$ cat config.mk
export PLATFORM = sky130hd
export DESIGN_NAME = uart_frame_rx
export DESIGN_NICKNAME = d
export VERILOG_FILES = /design/src/rtl/uart_frame_pkg.sv /design/src/rtl/uart_frame_timeout.sv /design/src/rtl/uart_frame_rx.sv
export SDC_FILE = /design/constraint.sdc
export NUM_CORES = 1
export LEC_CHECK = 0
export CAP_MARGIN = 20
export CELL_PAD_IN_SITES_DETAIL_PLACEMENT = 0
export CELL_PAD_IN_SITES_GLOBAL_PLACEMENT = 2
export CORE_MARGIN = 4
export CORE_UTILIZATION = 30
export CTS_BUF_LIST = sky130_fd_sc_hd__clkbuf_2 sky130_fd_sc_hd__clkbuf_4 sky130_fd_sc_hd__clkbuf_8
export CTS_CLUSTER_SIZE = 10
export DETAILED_ROUTE_END_ITERATION = 10
export PLACE_DENSITY_LB_ADDON = 0.1
export SYNTH_ARGS = -nofsm -noshare
export SYNTH_HDL_FRONTEND = slang
export SYNTH_SLANG_ARGS = --single-unit
export TNS_END_PERCENT = 100
$ cat constraint.sdc
create_clock -name clk -period 3.2 [get_ports clk]
set_input_delay 0.64 -clock clk [delete_from_list [all_inputs] [get_ports clk]]
set_output_delay 0.64 -clock clk [all_outputs]
set_load 0.01 [all_outputs]
$ cat src/rtl/uart_frame_pkg.sv
// Shared definitions for the UART frame link: header bytes, payload geometry,
// parser states and the XOR checksum also used by the transmit framer.
package uart_frame_pkg;

  localparam logic [7:0]  UART_HDR0        = 8'h4D;
  localparam logic [7:0]  UART_HDR1        = 8'h43;
  localparam int unsigned FRAME_DATA_BYTES = 8;
  localparam int unsigned FRAME_DATA_W     = FRAME_DATA_BYTES * 8;
  localparam int unsigned BYTE_CNT_W       = $clog2(FRAME_DATA_BYTES);

  typedef logic [FRAME_DATA_W-1:0] frame_data_t;

  typedef enum logic [1:0] {
    HUNT = 2'd0,
    HDR  = 2'd1,
    DATA = 2'd2,
    CSUM = 2'd3
  } frame_state_e;

  // XOR of all payload bytes; order-independent so byte ordering never matters.
  function automatic logic [7:0] frame_xor(input frame_data_t data);
    logic [7:0] acc;
    acc = 8'h00;
    for (int i = 0; i < int'(FRAME_DATA_BYTES); i++) begin
      acc = acc ^ data[i*8 +: 8];
    end
    return acc;
  endfunction

endpackage

$ cat src/rtl/uart_frame_timeout.sv
// Inter-byte watchdog for the frame parser: counts idle cycles while a frame is
// in progress and flags expiry; TIMEOUT_CYCLES = 0 disables it.
module uart_frame_timeout #(
  parameter int unsigned TIMEOUT_CYCLES = 100000
) (
  input  logic clk,
  input  logic rst,
  input  logic active_i,
  input  logic byte_valid_i,
  output logic expire_c
);

  localparam int unsigned TIMER_W = (TIMEOUT_CYCLES > 0) ? $clog2(TIMEOUT_CYCLES + 1) : 1;
  localparam logic [TIMER_W-1:0] TIMER_LAST = TIMER_W'(TIMEOUT_CYCLES - 1);
  localparam logic               TMO_EN     = (TIMEOUT_CYCLES != 0);

  logic [TIMER_W-1:0] timer_q;
  logic [TIMER_W-1:0] timer_d;

  // A byte arriving in the expiry cycle suppresses the expiry.
  assign expire_c = TMO_EN && active_i && !byte_valid_i && (timer_q == TIMER_LAST);

  // Saturating count so a disabled timer never wraps into a false expiry.
  always_comb begin
    timer_d = timer_q;
    if (!active_i || byte_valid_i || expire_c) begin
      timer_d = '0;
    end else if (timer_q != TIMER_LAST) begin
      timer_d = timer_q + TIMER_W'(1);
    end
  end

  always_ff @(posedge clk or negedge rst) begin
    if (!rst) begin
      timer_q <= '0;
    end else begin
      timer_q <= timer_d;
    end
  end

endmodule

$ cat src/rtl/uart_frame_rx.sv
// UART receive framer: hunts for HDR0 HDR1, assembles 8 payload bytes MSB first
// and offers them on a valid/ready port. FRAME_CHECKSUM_EN adds a trailing XOR byte.
module uart_frame_rx
  import uart_frame_pkg::*;
#(
  parameter int unsigned TIMEOUT_CYCLES = 100000,
  parameter logic [7:0]  HDR0           = UART_HDR0,
  parameter logic [7:0]  HDR1           = UART_HDR1
) (
  input  logic                    clk,
  input  logic                    rst,
  input  logic [7:0]              byte_in,
  input  logic                    byte_valid,
  output logic [FRAME_DATA_W-1:0] out_data,
  output logic                    out_valid,
  input  logic                    out_ready,
  output logic                    err_timeout,
  output logic                    err_overrun,
  output logic                    err_checksum
);

  localparam logic [BYTE_CNT_W-1:0] CNT_LAST = BYTE_CNT_W'(FRAME_DATA_BYTES - 1);

  frame_state_e          state_q, state_d;
  logic [BYTE_CNT_W-1:0] byte_cnt_q, byte_cnt_d;
  frame_data_t           shreg_q, shreg_d;
  frame_data_t           out_data_q, out_data_d;
  logic                  out_valid_q, out_valid_d;
  logic                  err_timeout_q;
  logic                  err_overrun_q, err_overrun_d;

  logic                  timeout_c;
  logic                  frame_done_c;
  frame_data_t           frame_data_c;
`ifdef FRAME_CHECKSUM_EN
  logic                  csum_err_c;
  logic                  err_checksum_q;
`endif

  uart_frame_timeout #(
    .TIMEOUT_CYCLES (TIMEOUT_CYCLES)
  ) u_timeout (
    .clk          (clk),
    .rst          (rst),
    .active_i     (state_q != HUNT),
    .byte_valid_i (byte_valid),
    .expire_c     (timeout_c)
  );

  // Parser next-state: header hunt, payload assembly, optional checksum byte.
  always_comb begin
    state_d      = state_q;
    byte_cnt_d   = byte_cnt_q;
    shreg_d      = shreg_q;
    frame_done_c = 1'b0;
    frame_data_c = shreg_q;
`ifdef FRAME_CHECKSUM_EN
    csum_err_c   = 1'b0;
`endif
    if (timeout_c) begin
      state_d    = HUNT;
      byte_cnt_d = '0;
    end else if (byte_valid) begin
      unique case (state_q)
        HUNT: begin
          if (byte_in == HDR0) begin
            state_d = HDR;
          end
        end
        HDR: begin
          if (byte_in == HDR1) begin
            state_d    = DATA;
            byte_cnt_d = '0;
          end else if (byte_in != HDR0) begin
            state_d = HUNT;
          end
        end
        DATA: begin
          shreg_d    = {shreg_q[FRAME_DATA_W-9:0], byte_in};
          byte_cnt_d = byte_cnt_q + BYTE_CNT_W'(1);
          if (byte_cnt_q == CNT_LAST) begin
            byte_cnt_d = '0;
`ifdef FRAME_CHECKSUM_EN
            state_d = CSUM;
`else
            state_d      = HUNT;
            frame_done_c = 1'b1;
            frame_data_c = shreg_d;
`endif
          end
        end
`ifdef FRAME_CHECKSUM_EN
        CSUM: begin
          state_d = HUNT;
          if (byte_in == frame_xor(shreg_q)) begin
            frame_done_c = 1'b1;
            frame_data_c = shreg_q;
          end else begin
            csum_err_c = 1'b1;
          end
        end
`endif
        default: begin
          state_d    = HUNT;
          byte_cnt_d = '0;
        end
      endcase
    end
  end

  // Output holding register: a frame that cannot be delivered is dropped.
  always_comb begin
    out_valid_d   = out_valid_q;
    out_data_d    = out_data_q;
    err_overrun_d = 1'b0;
    if (frame_done_c) begin
      if (!out_valid_q || out_ready) begin
        out_valid_d = 1'b1;
        out_data_d  = frame_data_c;
      end else begin
        err_overrun_d = 1'b1;
      end
    end else if (out_valid_q && out_ready) begin
      out_valid_d = 1'b0;
    end
  end

  always_ff @(posedge clk or negedge rst) begin
    if (!rst) begin
      state_q       <= HUNT;
      byte_cnt_q    <= '0;
      shreg_q       <= '0;
      out_data_q    <= '0;
      out_valid_q   <= 1'b0;
      err_timeout_q <= 1'b0;
      err_overrun_q <= 1'b0;
    end else begin
      state_q       <= state_d;
      byte_cnt_q    <= byte_cnt_d;
      shreg_q       <= shreg_d;
      out_data_q    <= out_data_d;
      out_valid_q   <= out_valid_d;
      err_timeout_q <= timeout_c;
      err_overrun_q <= err_overrun_d;
    end
  end

`ifdef FRAME_CHECKSUM_EN
  always_ff @(posedge clk or negedge rst) begin
    if (!rst) begin
      err_checksum_q <= 1'b0;
    end else begin
      err_checksum_q <= csum_err_c;
    end
  end
  assign err_checksum = err_checksum_q;
`else
  assign err_checksum = 1'b0;
`endif

  assign out_data    = out_data_q;
  assign out_valid   = out_valid_q;
  assign err_timeout = err_timeout_q;
  assign err_overrun = err_overrun_q;

endmodule

After elaboration in Yosys (flattened, before gate mapping)
Index checks and enable logic that the tools add are counted.
{"block": "op_classes", "order_cmp": 0, "addsub": 2, "shifts": 0, "div": 0, "n_eq_ne": 14, "bitwise": 1, "multipliers": 0, "muxes": 27, "n_reduce_logical": 19}
{"op": "$mux W64", "count": 4}
{"op": "$mux W17", "count": 2}
{"op": "$add A17 B1 Y17 const B", "count": 1}
{"op": "$eq A17 B17 Y1 const B", "count": 1}
{"op": "$ne A17 B17 Y1 const B", "count": 1}
{"op": "$eq A8 B7 Y1 const B", "count": 2}
{"op": "$mux W2", "count": 6}
{"op": "$mux W3", "count": 4}
{"op": "$mux W1", "count": 9}
{"op": "$ne A3 B3 Y1 const B", "count": 3}
{"op": "$pmux W3 S3", "count": 1}
{"op": "$ne A8 B7 Y1 const B", "count": 1}
{"op": "$reduce_bool A2 Y1", "count": 4}
{"op": "$pmux W2 S3", "count": 1}
{"op": "$reduce_and A3 Y1", "count": 2}
{"op": "$ne A4 B4 Y1 const B", "count": 1}
{"op": "$reduce_and A2 Y1", "count": 2}
{"op": "$reduce_and A4 Y1", "count": 1}
{"op": "$add A3 B1 Y3 const B", "count": 1}
{"op": "$eq A3 B3 Y1 const B", "count": 1}
{"op": "$logic_and A1 B1 Y1", "count": 3}
{"op": "$logic_not A1 Y1", "count": 3}
{"op": "$logic_or A1 B1 Y1", "count": 3}
{"op": "$eq A2 B1 Y1 const B", "count": 1}
{"op": "5 further kinds", "count": 5}
{"block": "totals", "reg_bits": 153, "wordCells": 71, "mem_bits_ro": 0, "latch_bits": 0, "ram_bits": 0, "mem_count": 0}

Depth between registers and ports, before layout
{"block": "depth", "word_depth": 7, "ltp_mapped": 7, "depth_no_buf": 6}

Hierarchy
A second synthesis with hierarchy kept.
{"block": "hier_totals", "hier_cells": 397, "hier_area_um2": 6244.7}
{"module": "uart_frame_rx", "seq_area_each_um2": 3228.1, "cells_each": 311, "instances": 1, "area_per_inst_um2": 5308.8}
{"module": "uart_frame_timeout", "seq_area_each_um2": 425.4, "cells_each": 86, "instances": 1, "area_per_inst_um2": 935.9}

Worst setup path before layout
OpenSTA, ideal clock, no wires.
{"block": "synth_path", "kind": "input to register", "from": "input port byte_in[7]", "to": "register byte_cnt_q[0]", "arrival_ns": 1.700, "t_required_ns": 3.075, "cell_stages": 4, "setup_ns": 0.125, "slack_ns": 1.374, "path_cell_list": "nor4b_1 -> nand3_1 -> a221o_1 -> mux2_4"}
{"block": "synth_via", "elab_chain_cells": 3}
{"element": "from (decl)", "line": "uart_frame_rx.sv:12", "rtl": "input logic [7:0] byte_in,"}
{"element": "$eq A8 B7 Y1", "line": "uart_frame_rx.sv:71", "rtl": "if (byte_in == HDR1) begin"}
{"element": "$ne A3 B3 Y1 (no source line)"}
{"element": "$reduce_and A3 Y1 (no source line)"}
{"element": "to (signal assigned)", "line": "uart_frame_rx.sv:139", "rtl": "byte_cnt_q <= byte_cnt_d;"}
{"element": "to (decl)", "line": "uart_frame_rx.sv:25", "rtl": "logic [BYTE_CNT_W-1:0] byte_cnt_q, byte_cnt_d;"}
No other way between the ends.
A chain may end at the register's enable or synchronous reset.

Worst setup path after layout
Ends and elaborated chain as after synthesis.

==> impl_metrics.ini <==
[place]
placed_area_mm2 = 0.00675
dp_hpwl_mm = 8.05
place_congestion = 0.737
port_buffers = 78

[final_layout]
drive_above_1_share = 0.0886
final_area_mm2 = 0.00717
final_common_cell = nand2_1
multi_input_area_mm2 = 0.00196
n_fill_cell = 1846
seq_area_mm2 = 0.00363
layout_common_cells = nand2_1 (178), dfrtp_1 (145), clkdlybuf4s50_1 (77)
finalNetCount = 589
num_antenna_cells = 0
syn2layout_area_growth_pct = 25.8

[synth]
muxShareOfSynthArea = 0.129
ys_seq_elements = 145
synth.distinct_cells = 34
yosys_warnings = 0
syn_area_mm2 = 0.00570
synth-compound-area-share = 0.0116
synthAdderAreaFrac = 0.00659
synthFlopType = dfrtp_1
synthXorXnorAreaFrac = 0.0200
synth_edf_count = 0
ys_async_sr_fraction = 1.00
synth_top_family_by_area = simple AND/OR/NAND/NOR gates
synth_nets = 510
yosysSeqAreaShare = 0.637
synth_simple_gate_area_frac = 0.174
syn_area_per_cell_um2 = 11.5
syn_inst = 495

[timing]
rsz0062_at_grt = false
setup_tns_ns = 0
hold_slack_ns = 0.205
hold_violations = 0
maxSlewViolCount = 0
post-route-period-util = 0.694
tightest_slew_ns = 0.684
relSlewSlack = 0.544
max_freq_mhz = 451
clock_skew_ns = 0.0111
min_period_ns = 2.22
finalSetupViolCount = 0

[floorplan]
die_area_mm2 = 0.0213
ios = 80
start_util = 0.305
placementRows = 50
die_h_um = 146
die_w_um = 146
core_area_mm2 = 0.0187

[setup_path]
worst_setup_path_end_kind = flop
cp_data_required_time_ns = 3.52
cp.arrival_ns = 2.54
r2r_cells = 5
crit_type = input pin to flop
critPathLaunch = byte_in[7]
crit_path_max_fanout = 3
rr_startpoint = u_timeout.timer_q[0]
crit_end = byte_cnt_q[0]
regToRegEndpoint = byte_cnt_q[0]
rrSetupSlack_ns = 1.22
critPathLaunchType = input pin

[worst_hold_path]
holdCritPathClass = input pin to asynchronous set/reset pin

[cts]
cts_max_level = 4
cts_root_buf = clkbuf_8
cts_resized = 0
cts_buffers = 17
cts_tree = built
cts.sinks = 145
max-clock-path-buffers = 2
clock_latency_ns = 0.44
post-cts-setup-buffers = 0
ctsHoldBuffers = 0
path_clk_slew_ns = 0.09

[global_route]
antenna_found_initial = 0
grt_max_degree = 74
grt_pass1_vias = 4050
track_usage = 0.125
grt_first_pass_wirelength_mm = 21.4
grt_overflow = 0

[routing]
drc = 0
drt_wl_total_mm = 12.5
dr.pass1.iters = 4
drtAntennaViolNets = 0
routedWlPerCell_um = 15.2
vias_per_cell = 4.53
num_vias = 3720
drt_iter0_drc = 159

[power]
power.total_mw = 3.43
vdd_drop_max_mv = 0.219
leakagePower_nw = 3.63
p_per_area_mw_per_mm2 = 479

[job]
drv_cap = 0

[run_status]
outcome = finished clean
## cell type report
class	instances	share of cell area
sequential	145	0.506
timing repair buffer	85	0.120
clock buffer	19	0.0365
tap	234	0.0409
clock inverter	13	0.0222
inverter	1	0.000524
multi-input combinational	324	0.274
## synthesized netlist by cell type, types with 2 or more instances
| cell | number | area [um^2] |
|---|---|---|
| nand2_1 | 178 | 668 |
| dfrtp_1 | 145 | 3630 |
| mux2_1 | 59 | 664 |
| nor2_1 | 21 | 78.8 |
| clkbuf_1 | 13 | 48.8 |
| xor2_1 | 12 | 105 |
| nand3_1 | 8 | 40.0 |
| buf_2 | 7 | 35.0 |
| nand4_1 | 6 | 37.5 |
| mux2_2 | 5 | 56.3 |
| and4_1 | 4 | 35.0 |
| buf_4 | 4 | 30.0 |
| o21ai_0 | 4 | 20.0 |
| ha_1 | 3 | 37.5 |
| a21oi_1 | 2 | 10.0 |
| a22o_1 | 2 | 17.5 |
| and3_1 | 2 | 12.5 |
| nor3_1 | 2 | 10.0 |
| nor4b_2 | 2 | 30.0 |
| or3_1 | 2 | 12.5 |
## how the worst min path moves through the flow
stage | from | endpoint | slack, ns | cells past startpoint
finish | rst | shreg_q[48] | 0.21 | 1
global route | rst | shreg_q[48] | 0.23 | 1
CTS | rst | shreg_q[48] | 0.21 | 1
detailed placement | shreg_q[54] | shreg_q[54] | 0.46 | 2
global placement | shreg_q[51] | shreg_q[51] | 0.46 | 2
floorplan | rst | byte_cnt_q[0] | 0.34 | 0
## state kept, by name, summed over array words and instances (netlist names)
name	cells
err_timeout	1
byte_cnt_q	3
shreg_q	56
u_timeout.timer_q	17
err_overrun	1
out_valid	1
out_data	64
state_q	2
## critical path, cell delays in order
cell,delay [ns]
clkdlybuf4s50_1,0.45
nor4b_1,0.60
nand3_1,0.21
a221o_1,0.38
mux2_4,0.27
## per-layer routing
layer,share of wire,up-vias,GRT usage
li1,-,1789,-
met1,0.47,1852,0.161
met2,0.48,70,0.204
met3,0.040,9,0.0399
met4,0.012,0,0.0361
met5,0,-,0
## logic make-up after synthesis
logic type / Yosys count
AND/OR/NAND/NOR: 232
AO/OA/AOI/OAI: 10
other: 1
XOR/XNOR: 13
flip-flops: 145
buffers and inverters: 26
multiplexers: 65
adder cells (fa/ha/maj): 3
## report_power, final
group | internal, mW | switching (mW)
Combinational | 0.0175 | 0.0447
Clock | 0.813 | 0.723
Sequential | 1.83 | 0.000619
Total | 2.66 | 0.768
## metrics by stage
stage | util | cells | worst slack (ns)
4_1_cts | 0.383 | 821 | 0.959
3_5_place_dp | 0.361 | 789 | 0.471
5_1_grt | 0.383 | 821 | 0.901
3_3_place_gp | 0.361 | 789 | 0.519
2_1_floorplan | - | 495 | 1.37
6_report | 0.383 | 821 | 0.981
(Power assumes the default switching activity.)
